<file path="src/rtl/tetris_pkg.sv">
// tetris_pkg
//   Shared types for the tetris display path.
//   - game_data_t     : one complete game-data snapshot as consumed by draw_tetris
//   - gd_sync_state_t : state of the frame-synchronous game-data buffer
//   - GD_RESET        : all-zero snapshot (empty field, zero score/lines/level,
//                       game_over_state and next_block_draw_en low)
package tetris_pkg;

  localparam int FIELD_ROW_CNT       = 20;
  localparam int FIELD_COL_CNT       = 10;
  localparam int TETRIS_COLORS_WIDTH = 3;

  typedef logic [TETRIS_COLORS_WIDTH-1:0] tetris_color_t;

  // score/lines/level are six BCD digits each, most significant digit first.
  typedef struct packed {
    tetris_color_t [FIELD_ROW_CNT-1:0][FIELD_COL_CNT-1:0] field;
    logic [5:0][3:0]                                      score;
    logic [5:0][3:0]                                      lines;
    logic [5:0][3:0]                                      level;
    logic [63:0]                                          next_block_data;
    tetris_color_t                                        next_block_color;
    logic [1:0]                                           next_block_rotation;
    logic                                                 next_block_draw_en;
    logic                                                 game_over_state;
  } game_data_t;

  typedef enum logic {
    IDLE    = 1'b0,
    PENDING = 1'b1
  } gd_sync_state_t;

  localparam game_data_t GD_RESET = '0;

endpackage

</file>
<file path="src/rtl/tetris_gd_sync_vga_vs_edge.sv">
// vga_vs_edge
//   Detects the start of vertical sync. vs_start_o is combinational and is
//   high in the same cycle the active sync level first appears on vs_i; a
//   held active level does not retrigger.
// Parameters:
//   VS_POLARITY : active level of vs_i (0 = active-low)
// Ports:
//   clk_i      in  pixel clock
//   rst_i      in  synchronous active-high reset
//   vs_i       in  raw vertical sync
//   vs_start_o out first cycle of the active sync level
module vga_vs_edge #(
  parameter bit VS_POLARITY = 1'b0
) (
  input  logic clk_i,
  input  logic rst_i,
  input  logic vs_i,
  output logic vs_start_o
);

  logic vs_d_q;
  logic vs_d_d;

  always_comb begin
    vs_d_d = vs_i;
  end

  // Resetting to the inactive level lets a sync that is already active when
  // reset releases still count as a start.
  always_ff @(posedge clk_i) begin
    if (rst_i) begin
      vs_d_q <= ~VS_POLARITY;
    end else begin
      vs_d_q <= vs_d_d;
    end
  end

  assign vs_start_o = (vs_i == VS_POLARITY) && (vs_d_q != VS_POLARITY);

endmodule

</file>
<file path="src/rtl/tetris_gd_sync.sv">
// tetris_gd_sync
//   Frame-synchronous game-data buffer. A snapshot accepted over the
//   valid/ready handshake is parked in a shadow register and copied to gd_o
//   only at the start of vertical sync, so draw_tetris never renders a frame
//   mixing old and new game data.
// Parameters:
//   OVERWRITE       : 1 = newest snapshot replaces a pending one,
//                     0 = writer is stalled until the pending one is shown
//   VS_POLARITY     : active level of vga_vs_i (0 = active-low)
//   FRAME_CNT_WIDTH : width of frame_cnt_o
// Configuration macro:
//   TETRIS_GD_SYNC_DROP_CNT_EN : adds drop_cnt_o, an 8-bit saturating count
//                                of pending snapshots replaced before display
// Ports:
//   clk_i       in  pixel clock
//   rst_i       in  synchronous active-high reset
//   gd_i        in  snapshot from game logic
//   gd_valid_i  in  gd_i is valid
//   gd_ready_o  out snapshot can be accepted this cycle
//   vga_vs_i    in  undelayed vertical sync
//   gd_o        out stable snapshot for draw_tetris
//   swap_o      out one-cycle pulse in the cycle after gd_o was updated
//   frame_cnt_o out number of vsync starts (wraps)
//   drop_cnt_o  out overwritten-before-display count (macro only)
module tetris_gd_sync
  import tetris_pkg::*;
#(
  parameter bit OVERWRITE       = 1'b1,
  parameter bit VS_POLARITY     = 1'b0,
  parameter int FRAME_CNT_WIDTH = 16
) (
  input  logic                       clk_i,
  input  logic                       rst_i,
  input  game_data_t                 gd_i,
  input  logic                       gd_valid_i,
  output logic                       gd_ready_o,
  input  logic                       vga_vs_i,
  output game_data_t                 gd_o,
  output logic                       swap_o,
  output logic [FRAME_CNT_WIDTH-1:0] frame_cnt_o
`ifdef TETRIS_GD_SYNC_DROP_CNT_EN
  ,
  output logic [7:0]                 drop_cnt_o
`endif
);

  gd_sync_state_t             state_q, state_d;
  game_data_t                 shadow_q, shadow_d;
  game_data_t                 gd_q, gd_d;
  logic                       swap_q, swap_d;
  logic [FRAME_CNT_WIDTH-1:0] frame_cnt_q, frame_cnt_d;
  logic                       vs_start;
  logic                       acc;

  vga_vs_edge #(
    .VS_POLARITY(VS_POLARITY)
  ) u_vs_edge (
    .clk_i     (clk_i),
    .rst_i     (rst_i),
    .vs_i      (vga_vs_i),
    .vs_start_o(vs_start)
  );

  assign gd_ready_o = !rst_i && ((state_q == IDLE) || OVERWRITE);
  assign acc        = gd_valid_i && gd_ready_o;

  // A snapshot accepted in IDLE is never shown in the same vsync cycle; it
  // waits for the next frame. In PENDING a coincident accept refills the
  // shadow while the old shadow contents go out, so the state stays PENDING.
  always_comb begin
    state_d     = state_q;
    shadow_d    = shadow_q;
    gd_d        = gd_q;
    swap_d      = 1'b0;
    frame_cnt_d = frame_cnt_q + {{(FRAME_CNT_WIDTH-1){1'b0}}, vs_start};
    case (state_q)
      IDLE: begin
        if (acc) begin
          shadow_d = gd_i;
          state_d  = PENDING;
        end
      end
      PENDING: begin
        if (vs_start) begin
          gd_d   = shadow_q;
          swap_d = 1'b1;
          if (acc) begin
            shadow_d = gd_i;
          end else begin
            state_d = IDLE;
          end
        end else if (acc) begin
          shadow_d = gd_i;
        end
      end
      default: begin
        state_d = IDLE;
      end
    endcase
  end

  always_ff @(posedge clk_i) begin
    if (rst_i) begin
      state_q     <= IDLE;
      shadow_q    <= GD_RESET;
      gd_q        <= GD_RESET;
      swap_q      <= 1'b0;
      frame_cnt_q <= '0;
    end else begin
      state_q     <= state_d;
      shadow_q    <= shadow_d;
      gd_q        <= gd_d;
      swap_q      <= swap_d;
      frame_cnt_q <= frame_cnt_d;
    end
  end

  assign gd_o        = gd_q;
  assign swap_o      = swap_q;
  assign frame_cnt_o = frame_cnt_q;

`ifdef TETRIS_GD_SYNC_DROP_CNT_EN
  logic [7:0] drop_cnt_q, drop_cnt_d;
  logic       drop_inc;

  // Only a replacement that is not simultaneously displayed loses data.
  always_comb begin
    drop_inc   = (state_q == PENDING) && acc && !vs_start;
    drop_cnt_d = drop_cnt_q;
    if (drop_inc && (drop_cnt_q != 8'hFF)) begin
      drop_cnt_d = drop_cnt_q + 8'd1;
    end
  end

  always_ff @(posedge clk_i) begin
    if (rst_i) begin
      drop_cnt_q <= 8'd0;
    end else begin
      drop_cnt_q <= drop_cnt_d;
    end
  end

  assign drop_cnt_o = drop_cnt_q;
`endif

endmodule

</file>
<file path="config.mk">
export PLATFORM = sky130hd
export DESIGN_NAME = tetris_gd_sync
export DESIGN_NICKNAME = d
export VERILOG_FILES = /design/src/rtl/tetris_pkg.sv /design/src/rtl/tetris_gd_sync_vga_vs_edge.sv /design/src/rtl/tetris_gd_sync.sv
export SDC_FILE = /design/constraint.sdc
export NUM_CORES = 2
export LEC_CHECK = 0
export ABC_AREA = 1
export BUFFER_PORTS_ARGS = -buffer_cell sky130_fd_sc_hd__buf_2
export CORE_AREA = 8 8 584 586
export DETAILED_ROUTE_END_ITERATION = 8
export DIE_AREA = 0 0 592 594
export PLACE_DENSITY = 0.43
export SLEW_MARGIN = 25
export SYNTH_ARGS = -nofsm -noshare
export SYNTH_HDL_FRONTEND = slang
export SYNTH_SLANG_ARGS = --single-unit
</file>
<file path="constraint.sdc">
create_clock -name clk_i -period 3.94 [get_ports clk_i]
set_input_delay 0.788 -clock clk_i [delete_from_list [all_inputs] [get_ports clk_i]]
set_output_delay 0.788 -clock clk_i [all_outputs]
set_load 0.01 [all_outputs]
</file>
Word-level counts from Yosys, hierarchy flattened
Index checks and enable logic that the tools add are counted.

cells by class
  $add $sub $neg = 1
  multipliers = 0
  divide/modulo/power cells = 0
  order comparisons = 0
  equal/unequal tests = 0
  shift-type cells = 0
  multiplexer cells = 5
  bitwise gates (word level) = 2
  reduce and logical (&&, ||, !) cells = 5

operator list
  kind                                count
  2-to-1 mux 743 bit                  1
  adder 16 x 1 -> 16 bit              1
  2-to-1 mux 1 bit                    3
  logical AND 1 bit                   2
  inverter 1 bit                      2
  one-hot mux 1 bit (2 select lines)  1
  AND reduction 2 bit                 1
  OR reduction 2 bit                  1
  logical NOT 1 bit                   1

word-level totals
  register bits after elaboration = 1505
  latch bits = 0
  bits in writable memories = 0
  ROM bits = 0
  input bits = 747
  memories = 0

Depth between registers and ports, before layout
  word-level depth = 5
  mapped depth = 12
  depth with buffers taken out = 10

Hierarchy
A second synthesis with hierarchy kept.

second synthesis, totals
  cells, all modules = 6579
  area, all modules = 52382.7 sq um

by module, submodules not included
  module          instances  cells an instance  area each (sq um)  sequential area each (sq um)
  tetris_gd_sync  1          6573               52344.0            30108.9
  vga_vs_edge     1          6                  38.8               20.0

Least setup slack after synthesis
OpenSTA, ideal clock, no wires.

  path kind = in2reg
  from = input port vga_vs_i
  to = register frame_cnt_q[10], in the netlist frame_cnt_o[10]
  setup time = 132 ps
  arrival = 2137 ps
  data required time = 3808 ps
  slack = 1671 ps
  cell stages on the path = 11
  buffers on the path = 2
  cells stage by stage = nor2_4 > buf_2 > buf_2 > ha_1 > nand2_1 > nor2_1 > nand2_1 > inv_1 > nand2_1 > nand2_1 > a21oi_1

on the way
  longest elaborated chain between the ends = 3

RTL lines
  what                      line                              RTL
  start, declared           tetris_gd_sync.sv:37              input logic vga_vs_i,
  inverter 1 bit            tetris_gd_sync_vga_vs_edge.sv:38  assign vs_start_o = (vs_i == VS_POLARITY) && (vs_d_q != VS_POLARITY);
  logical AND 1 bit         tetris_gd_sync_vga_vs_edge.sv:38
  via u_vs_edge.vs_start_o  tetris_gd_sync_vga_vs_edge.sv:18  output logic vs_start_o
  adder 16 x 1 -> 16 bit    tetris_gd_sync.sv:75              frame_cnt_d = frame_cnt_q + {{(FRAME_CNT_WIDTH-1){1'b0}}, vs_start};
  end signal, assigned      tetris_gd_sync.sv:114             frame_cnt_q <= frame_cnt_d;
  end, declared             tetris_gd_sync.sv:51              logic [FRAME_CNT_WIDTH-1:0] frame_cnt_q, frame_cnt_d;

The timed path passes the listed nets, and every way through them passes these cells.
A chain may end at the register's enable or synchronous reset.

Worst setup path in the final report
  from = input port rst_i
  to = output port gd_ready_o

on the way
  longest elaborated chain between the ends = 1

RTL lines
  what               line                  RTL
  start, declared    tetris_gd_sync.sv:33  input logic rst_i,
  logical NOT 1 bit  tetris_gd_sync.sv:64  assign gd_ready_o = !rst_i && ((state_q == IDLE) || OVERWRITE);
  end, declared      tetris_gd_sync.sv:36  output logic gd_ready_o,

Every way passes these cells.

==> summary.log <==
[clock_network] number of buffers created by CTS 182
[layout] ratio of cells with drive above 1 in the final layout 23.8%
[timing] Max-slew headroom 24.8%
[global_route] total global routing overflow 0
[detailed_routing] residual DRC count 0
[die] Horiz. Die Dim 592 µm
[detailed_routing] total number of vias 50.5k
[power_and_ir_drop] switching share of power 26.3%
[place] number of input and output port buffers inserted 1507
[layout] total area of multi-input combinational cells 0.0181 mm²
[synth] most common cell in the synthesized netlist sky130_fd_sc_hd__dfxtp_1
[worst_setup_path] data arrival time of the critical path 1.74 ns
[synth] count of flip-flops with a built-in enable after synthesis 0
[layout] Syn-to-layout area delta 33.9%
[power_and_ir_drop] areal power density over the cells 510 mW/mm²
[power_and_ir_drop] Logic pwr share 8.2%
[worst_hold_path] Worst Hold Class in -> reg
[synth] fraction of the mapped netlist area in compound gates 21.0%
[layout] combined flip-flop and latch cell area 0.0301 mm²
[detailed_routing] routed len/inst 21.8 µm
[detailed_routing] per-cell via count in the routed design 4.06
[timing] unrepaired setup endpoints after global routing false
[worst_setup_path] Worst Setup SP rst_i
[die] die area 0.352 mm²
[timing] Max Clk Rate 396 MHz
[power_and_ir_drop] relative contribution of the clock network to total power 47.0%
[global_route] first-pass GRT wire length 381 mm
[clock_network] maximum level of the CTS H-tree 4
[place] Final GP Congestion 0.844
[clock_network] clock slew seen by the registers of the worst setup and hold paths 0.07 ns
[detailed_routing] 1st-iter DRT viols 3219
[synth] cell area after technology mapping 0.0535 mm²
[place] worst slack at placement 1.19 ns
[place] HPWL Detailed 203 mm
[timing] number of max-slew violations in the final report 0
[synth] post-synthesis net count 7391
[worst_setup_path] reg-to-reg critical path startpoint state_q$_SDFF_PP0_
[global_route] antenna violations before repair 140
[clock_network] cts-stage hold buffer count 0
[worst_setup_path] endpoint class of the critical path primary output
[synth] Area contributors post-synth sky130_fd_sc_hd__dfxtp_1 (56%), sky130_fd_sc_hd__a21oi_1 (14%), sky130_fd_sc_hd__nand3_1 (7.0%)
[global_route] aggregate global-route resource usage 14.6%
[synth] multiplexer area fraction after synthesis 0%
[power_and_ir_drop] VDD IR max 0.325 mV
[power_and_ir_drop] cell-internal power 27.0 mW
[power_and_ir_drop] sequential power share 44.8%
[synth] simple logic cell fraction of the synthesized area 12.7%
[synth] predominant post-synthesis flop cell sky130_fd_sc_hd__dfxtp_1
[timing] final critical-path share of the clock period 64.1%
[worst_setup_path] critical path data required time 3.15 ns
[layout] Layout fillers 37.4k
[die] Std-Cell Rows 212
[timing] final critical-path setup slack 1.41 ns
[synth] Synth Area per Inst 8.05 µm²
[synth] synthesized netlist cell count 6643
[timing] transition at the pin with the smallest max-transition slack 1.13 ns
[synth] adder-cell area share of the yosys netlist 0.0234%
[status] outcome complete, no violations
[synth] combinational family with the most area after synthesis compound AO/OA/AOI/OAI gates
[clock_network] clock tree from TritonCTS yes
[job] MaxCap Viol Count 0
[synth] share of the synthesized area in the top cell type 56.3%
[worst_hold_path] worst hold start gd_i[672]
[layout] final core area utilization 21.6%
[global_route] vias in the first global route 49.5k
[detailed_routing] antenna-violating nets left 0
[clock_network] sinks on the clock net 1505
[synth] Yosys reg bits 1505
[clock_network] buffers inserted during post-CTS setup optimization 0
[synth] async set or reset register ratio after synthesis 0%
[clock_network] clock latency of the later-clocked register in the worst-skew pair 0.85 ns
[worst_setup_path] Worst Path Class, Setup in -> out
[detailed_routing] wirelength, routed 271 mm
[synth] sequential share of the synthesized area 56.3%
[power_and_ir_drop] switching pwr 9.60 mW
[timing] count of final hold-check violations 0
[clock_network] Clock Tree Buf Depth 4
[timing] clock skew after layout 0.0678 ns
[synth] most numerous cell types in the synthesized netlist sky130_fd_sc_hd__dfxtp_1 (1505), sky130_fd_sc_hd__a21oi_1 (1493), sky130_fd_sc_hd__nand2_1 (771), sky130_fd_sc_hd__inv_1 (756), sky130_fd_sc_hd__nand3_1 (753)
[die] initial cell density of the core 16.1%
[layout] Layout Nets 8617
[die] die outline height 594 µm
[worst_setup_path] maximum fanout along the worst path 74
[synth] number of distinct library cells after synthesis 19
[synth] xor/xnor cell area share of the yosys netlist 0.0327%
[die] I/O pin total 1508
[power_and_ir_drop] leakage power figure 31.0 nW
[detailed_routing] number of optimization iterations in the first detailed-route pass 7
[global_route] largest net degree at the start of global routing 196
[synth] cell type contributing the most total cell area after synthesis sky130_fd_sc_hd__dfxtp_1
[timing] count of endpoints failing setup in the final report 0
[worst_setup_path] startpoint types primary input
[timing] minimum clock period after layout 2.53 ns
[clock_network] Resize count post-CTS 0
[die] area of the placeable core 0.332 mm²
[timing] summed negative setup slack over all endpoints 0 ns
[synth] yosys warns 0
[clock_network] Root Buffer Master sky130_fd_sc_hd__clkbuf_16
[layout make-up]
type	instances	share of cell area [%]
flip-flops and latches	1505	42.1
inverters	758	3.98
well taps	4387	7.66
clock buffers	263	7.35
clock inverters	57	1.05
repair buffers	1621	12.5
diodes	47	0.164
multi-input cells	3801	25.2
[per-stage QoR]
| step | power, mW | cell area [µm²] | hold WS (ns) | cells |
|---|---|---|---|---|
| 2_1_floorplan | 18.2 | 53500 | 0.458 | 6643 |
| 3_3_place_gp | 19.7 | 65500 | 0.446 | 12100 |
| 3_5_place_dp | 19.8 | 65500 | 0.447 | 12100 |
| 4_1_cts | 37.2 | 71500 | 0.0110 | 12400 |
| 5_1_grt | 38.1 | 71500 | 0.0629 | 12400 |
| 6_report | 36.6 | 71600 | 0.168 | 12400 |
[worst max-delay path, cell delays in order]
cell	delay, ns
sky130_fd_sc_hd__buf_8	0.19
sky130_fd_sc_hd__inv_8	0.44
sky130_fd_sc_hd__buf_2	0.26
[cell usage in the layout, fill, tap and decap left out, drive strengths merged, types with 2 or more instances in the layout]
cell / Yosys / final
nor2: 27 / 27
diode: 0 / 47
nand2: 772 / 772
nand3: 753 / 753
clkbuf: 311 / 263
a21oi: 1493 / 1493
dfxtp: 1505 / 1505
clkinv: 0 / 33
xor2: 2 / 2
o21ai: 748 / 748
clkinvlp: 0 / 5
bufinv: 0 / 11
buf: 268 / 1621
nor3: 4 / 4
inv: 758 / 766
[power by group through the flow]
stage / clock network, mW / logic (mW) / registers (mW)
floorplan: 0 / 1.55 / 16.6
global placement: 0 / 3.04 / 16.7
detailed placement: 0 / 3.05 / 16.7
CTS: 17.8 / 3.07 / 16.4
global route: 18.4 / 3.33 / 16.4
finish: 17.2 / 3.00 / 16.4
[path summary, 6_finish.rpt]
check,end,slack [ns],cells after the start
hold / removal,shadow_q[672]$_SDFFE_PP0P_,0.17,3
hold reg to reg,gd_o[43]$_SDFFE_PP0P_,0.45,2
setup / recovery,gd_ready_o,1.41,3
setup reg to reg,gd_o[522]$_SDFFE_PP0P_,1.45,5
[metal layers]
metal | global-route usage (%) | part of all wire [%]
met1 | 17.6 | 41
met5 | 0 | 0.24
met3 | 4.54 | 8.2
met2 | 25.1 | 48
met4 | 3.44 | 2.5
[kinds of logic after synthesis]
logic type	after synthesis
adders and majority gates	1
DFF	1505
AOI/OAI and AO/OA	2241
xor gates and xnor gates	2
buffers and inverters	1337
and+or+nand+nor	1557
[flip-flops by register name (all words and copies together) (netlist names)]
register and count:
gd_o 743, shadow_q 743, frame_cnt_o 16, state_q 1, swap_o 1, u_vs_edge.vs_d_q 1
Power figures use the tool's default switching activity.
